`src/rtl/alu_operand_entry.sv`:
```
// Operand entry front end for the 4-bit ALU: synchronises and debounces one push
// button, then steps through A, B, opcode captures from the board switches.
module alu_operand_entry #(
  parameter int DEBOUNCE_CYCLES = 4,
  parameter int CNT_W           = 16
) (
  input  logic       clk,
  input  logic       rst,
  input  logic       btn,
  input  logic [3:0] sw,
  input  logic [2:0] sw_op,
  output logic [3:0] a_o,
  output logic [3:0] b_o,
  output logic [2:0] op_o,
  output logic [1:0] stage,
  output logic       valid,
  output logic       done
);

  typedef enum logic [1:0] {
    S_A    = 2'd0,
    S_B    = 2'd1,
    S_OP   = 2'd2,
    S_SHOW = 2'd3
  } state_t;

  localparam logic [CNT_W-1:0] CNT_MAX = CNT_W'(DEBOUNCE_CYCLES - 1);

  logic             btn_m, btn_s;
  logic [3:0]       sw_m, sw_s;
  logic [2:0]       sw_op_m, sw_op_s;
  logic             stable;
  logic [CNT_W-1:0] cnt;
  logic             press;
  state_t           state;

  always_ff @(posedge clk) begin
    if (rst) begin
      btn_m   <= 1'b0;
      btn_s   <= 1'b0;
      sw_m    <= 4'd0;
      sw_s    <= 4'd0;
      sw_op_m <= 3'd0;
      sw_op_s <= 3'd0;
    end else begin
      btn_m   <= btn;
      btn_s   <= btn_m;
      sw_m    <= sw;
      sw_s    <= sw_m;
      sw_op_m <= sw_op;
      sw_op_s <= sw_op_m;
    end
  end

  // press rises together with stable on a 0->1 acceptance only; it is a
  // valid-only pulse (no ready) consumed by the FSM on the following edge.
  always_ff @(posedge clk) begin
    if (rst) begin
      stable <= 1'b0;
      cnt    <= '0;
      press  <= 1'b0;
    end else begin
      press <= 1'b0;
      if (btn_s == stable) begin
        cnt <= '0;
      end else if (cnt == CNT_MAX) begin
        stable <= btn_s;
        cnt    <= '0;
        press  <= btn_s;
      end else begin
        cnt <= cnt + 1'b1;
      end
    end
  end

  always_ff @(posedge clk) begin
    if (rst) begin
      state <= S_A;
      a_o   <= 4'd0;
      b_o   <= 4'd0;
      op_o  <= 3'd0;
      done  <= 1'b0;
    end else begin
      done <= 1'b0;
      if (press) begin
        case (state)
          S_A: begin
            a_o   <= sw_s;
            state <= S_B;
          end
          S_B: begin
            b_o   <= sw_s;
            state <= S_OP;
          end
          S_OP: begin
            op_o  <= sw_op_s;
            state <= S_SHOW;
            done  <= 1'b1;
          end
          default: state <= S_A;
        endcase
      end
    end
  end

  assign stage = state;
  assign valid = (state == S_SHOW);

endmodule

```
`config.mk`:
```
export PLATFORM = sky130hd
export DESIGN_NAME = alu_operand_entry
export DESIGN_NICKNAME = d
export VERILOG_FILES = /design/src/rtl/alu_operand_entry.sv
export SDC_FILE = /design/constraint.sdc
export NUM_CORES = 1
export LEC_CHECK = 0
export ABC_CLOCK_PERIOD_IN_PS = 2300
export BUFFER_PORTS_ARGS = -buffer_cell sky130_fd_sc_hd__clkbuf_2
export CAP_MARGIN = 20
export CORE_MARGIN = 2
export CORE_UTILIZATION = 60
export DETAILED_ROUTE_END_ITERATION = 10
export PLACE_DENSITY_LB_ADDON = 0.1
export SETUP_SLACK_MARGIN = 0.3
export SLEW_MARGIN = 0
export SYNTH_ARGS = -nofsm -noshare
export SYNTH_HDL_FRONTEND = slang
export SYNTH_SLANG_ARGS = --single-unit
```
`constraint.sdc`:
```
create_clock -name clk -period 2.3 [get_ports clk]
set_input_delay 0.23 -clock clk [delete_from_list [all_inputs] [get_ports clk]]
set_output_delay 0.23 -clock clk [all_outputs]
set_load 0.005 [all_outputs]
```
---- Word level (Yosys, flattened, before mapping) ----
Cells that the tools add are included.
word-level totals
  bits in registers ....................... 48
  input bits .............................. 10
  word-level logic and storage cells ...... 33
cells by class
  add/subtract/negate cells ............... 1
  equality and inequality tests ........... 5
  multiplexer cells ....................... 2
  bitwise operators ....................... 3
  reduce and logical (&&, ||, !) cells .... 8
operator list
  operator                 number
  $add A16 B1 Y16 const B  1
  $eq A16 B2 Y1 const B    1
  $reduce_and A2 Y1        4
  $pmux W2 S3              1
  $reduce_or A3 Y1         2
  $eq A2 B2 Y1 const B     2
  $not A1 Y1               3
  $eq A2 B1 Y1 const B     1
  $logic_not A2 Y1         1
  $reduce_or A2 Y1         1
  $eq A1 B1 Y1             1
  $mux W1                  1

---- Longest topological paths before layout ----
  depth after elaboration ................. 3
  gate-level depth with buffers ........... 6

---- Least setup slack after synthesis ----
No wires, ideal clock.
  path type ............................... register to register
  start ................................... reg cnt[0]
  end ..................................... reg cnt[10]
  arrival ................................. 1368 ps
  path slack .............................. 817 ps
  stages on the path, launching flop included .. 7
  path buffers ............................ 1
  period minus slack after synthesis ...... 1483 ps
  cells stage by stage .................... dfxtp_1 > ha_1 > nor4b_2 > nand4_2 > nand2_4 > buf_12 > nor2_2
between the ends
  longest elaborated chain between the ends .. 2
RTL lines
  item                                                                     RTL line  text
  start: declaration                                                       33        logic [CNT_W-1:0] cnt;
  start signal: assignment                                                 71        cnt <= cnt + 1'b1;
  parallel branches: the longest is 2 deep, another holds $add A16 B1 Y16  n/a
Several ways; the timed one is not identified.
A chain may end at the register's enable or synchronous reset.

---- Worst setup path in the final report ----
  start ................................... reg cnt[0]
  end ..................................... reg cnt[2]
Same word-level chain as after synthesis.

==> run summary <==
status: complete, no violations
reg2reg end: cnt[2]
total track usage: 0.195
fin worst setup slack: 662 ps
HP Class: in2reg
initial core utilization: 0.623
setup slack at placement: 693 ps
vias per cell: 5.17
WL per Instance: 12.1 µm
min-delay src: sw[2]
share of layout cells above drive strength 1: 0.251
Fillers: 254
Leakage: 0.745 nW
Avg Cell Area, Syn: 9.93 µm²
Synth Area in Simple Gates: 0.305
most frequent cells in the layout: dfxtp_1 (48), clkbuf_2 (24), nand2_1 (19), nor2b_1 (16)
die area: 0.00361 mm²
Post-Route WL: 3120 µm
R2R cell count: 5
Routed Antenna Nets: 0
worst-margin pin slew: 616 ps
fin. max-slew vios: 0
P&R area growth vs syn: 10.5%
Netlist Area Pre-Place: 0.00189 mm²
Worst setup SP type: register
Setup TNS: 0 ps
multi-input combinational cell area: 867 µm²
final hold violation count: 0
Vert. Die Dim: 60.1 µm
# hold bufs at CTS: 0
CP Class: reg2reg
f_max: 611 MHz
power density cells: 619 mW/mm²
Period minus WS final: 1640 ps
endpoints failing setup: 0
commonest non-fill, non-tap cell in the layout: dfxtp_1
Worst EP arrival: 1900 ps
TritonCTS clock tree: done
post-CTS setup buffers: 0
largest family of logic cells by synthesized area: simple AND/OR/NAND/NOR gates
Antenna diodes: 0
VDD IR max: 0.415 mV
Port-buffer cells: 24
Clock Skew: 7.85 ps
Congestion Overflow GR: 0
initial DRC count: 46
Syn Nets: 206
Required @ worst endpoint: 2560 ps
clock sink count: 48
nets: 230
Synth Warn #: 0
cts repair resizes: 0
vias: 1339
Cells after Synth: 190
dpl hpwl: 2250 µm
Post-Synth XOR/XNOR Area: 0.0696
total power: 0.00129 W
I/O Pins: 25
CTS Buf Count: 5
Max FO, Critical Path: 15
RD Place Congestion: 0.749
Die X: 60.1 µm
number of global-route vias before repair: 1178
Slew headroom: 0.590
hold endpoint: sw_m[2]
Crit. End Element: register
CP Launch Point: cnt[0]
Compound-Gate Fraction of Synth Area: 0.0292
CTS root buf: clkbuf_4
largest net degree at the start of global routing: 34
H-tree levels: 2
CTS clock-pin slew for the worst setup and hold paths: 140 ps
Detailed Routing Iterations Pass 1: 4
first-pass GRT wire length: 5110 µm
FP Rows: 20
RSZ-0062 raised after global routing: false
antenna violations before repair: 0
Clock Latency Late Sink: 360 ps
post-synthesis sequential area ratio: 0.509
sequential cell area: 961 µm²
number of max-cap violations: 0
R2R setup slack: 660 ps
final worst path period share: 0.712
Synth cell types: 25
multiplexer share of the synthesized area: 0.0159
residual DRC count: 0
CTS max path bufs: 2
hold path depth: 2
Reg-to-Reg Start: cnt[0]
adder-cell area share of the yosys netlist: 0.0398
Seq cells post-synth: 48
Core Region: 0.00303 mm²
[critical path, stage by stage, from the launching register on]
cell and delay (ps):
dfxtp_1 430, ha_1 310, nor4b_2 260, nand4_2 210
nand2_4 260, nor2_1 70
[registers in the layout, indices dropped and copies added (netlist names), 2 cells and up]
name / cells
sw_op_s: 3
stage: 2
op_o: 3
sw_m: 4
b_o: 4
sw_op_m: 3
sw_s: 4
a_o: 4
cnt: 16
[per-stage QoR]
stage	util	std cells	area, µm²	hold WS (ps)
2_1_floorplan	-	190	1890	302
4_1_cts	0.688	259	2080	59.1
5_1_grt	0.688	259	2080	55.2
6_report	0.688	259	2080	66.5
3_3_place_gp	0.667	251	2020	419
3_5_place_dp	0.667	251	2020	420
[how the worst max path moves through the flow]
stage	to	slack [ps]	depth (start not counted)
after global placement	cnt[3]	760	5
after CTS	cnt[2]	660	5
after floorplan	cnt[10]	820	6
final	cnt[2]	660	5
after detailed placement	cnt[2]	690	5
after global routing	cnt[4]	500	5
[area by class of cell]
| class | instances | share of cell area |
|---|---|---|
| clock buffers | 6 | 0.0246 |
| well taps | 44 | 0.0264 |
| multi-input cells | 131 | 0.416 |
| inverters | 4 | 0.00720 |
| flip-flops and latches | 48 | 0.461 |
| clock inverters | 2 | 0.00720 |
| repair buffers | 24 | 0.0576 |
[synthesized netlist by cell type]
cell / count / area (µm²)
nand4_1: 1 / 6.26
nor4_1: 2 / 12.5
nor4b_2: 2 / 30.0
nor4_2: 4 / 50.1
mux2i_1: 3 / 30.0
nor3_1: 5 / 25.0
nand4_4: 1 / 21.3
buf_2: 1 / 5.00
nor2_2: 10 / 62.6
a21oi_1: 11 / 55.1
inv_1: 4 / 15.0
nand2_1: 19 / 71.3
xnor2_1: 13 / 114
nor2_1: 15 / 56.3
nand3_1: 15 / 75.1
and3_1: 1 / 6.26
buf_12: 1 / 20.0
nand4_2: 3 / 37.5
nand2_4: 1 / 11.3
xor2_1: 2 / 17.5
nor2b_1: 16 / 100
dfxtp_1: 48 / 961
nand3_2: 1 / 10.0
ha_1: 6 / 75.1
clkbuf_1: 5 / 18.8
[cells by family after synthesis]
logic type               after synthesis
XOR/XNOR                              15
AO/OA/AOI/OAI                         11
flip-flops                            48
buffers and inverters                 11
AND/OR/NAND/NOR                       96
multiplexers                           3
adder cells (fa/ha/maj)                6
[routing by layer]
layer | global-route usage | vias to the layer above | wire length (µm)
li1 | - | 676 | -
met1 | 0.237 | 624 | 1410
met2 | 0.311 | 31 | 1490
met3 | 0.0671 | 8 | 154
met4 | 0.0857 | 0 | 66
met5 | 0 | - | 0
[where the power goes]
part	internal, W	leakage [nW]	total [W]	switching (W)
Clock	0.000149	0.0305	0.000412	0.000263
Sequential	0.000845	0.390	0.000850	0.00000514
Combinational	0.0000136	0.324	0.0000291	0.0000156
Total	0.00101	0.745	0.00129	0.000284
Note: power is estimated with default switching activity, not from simulation.
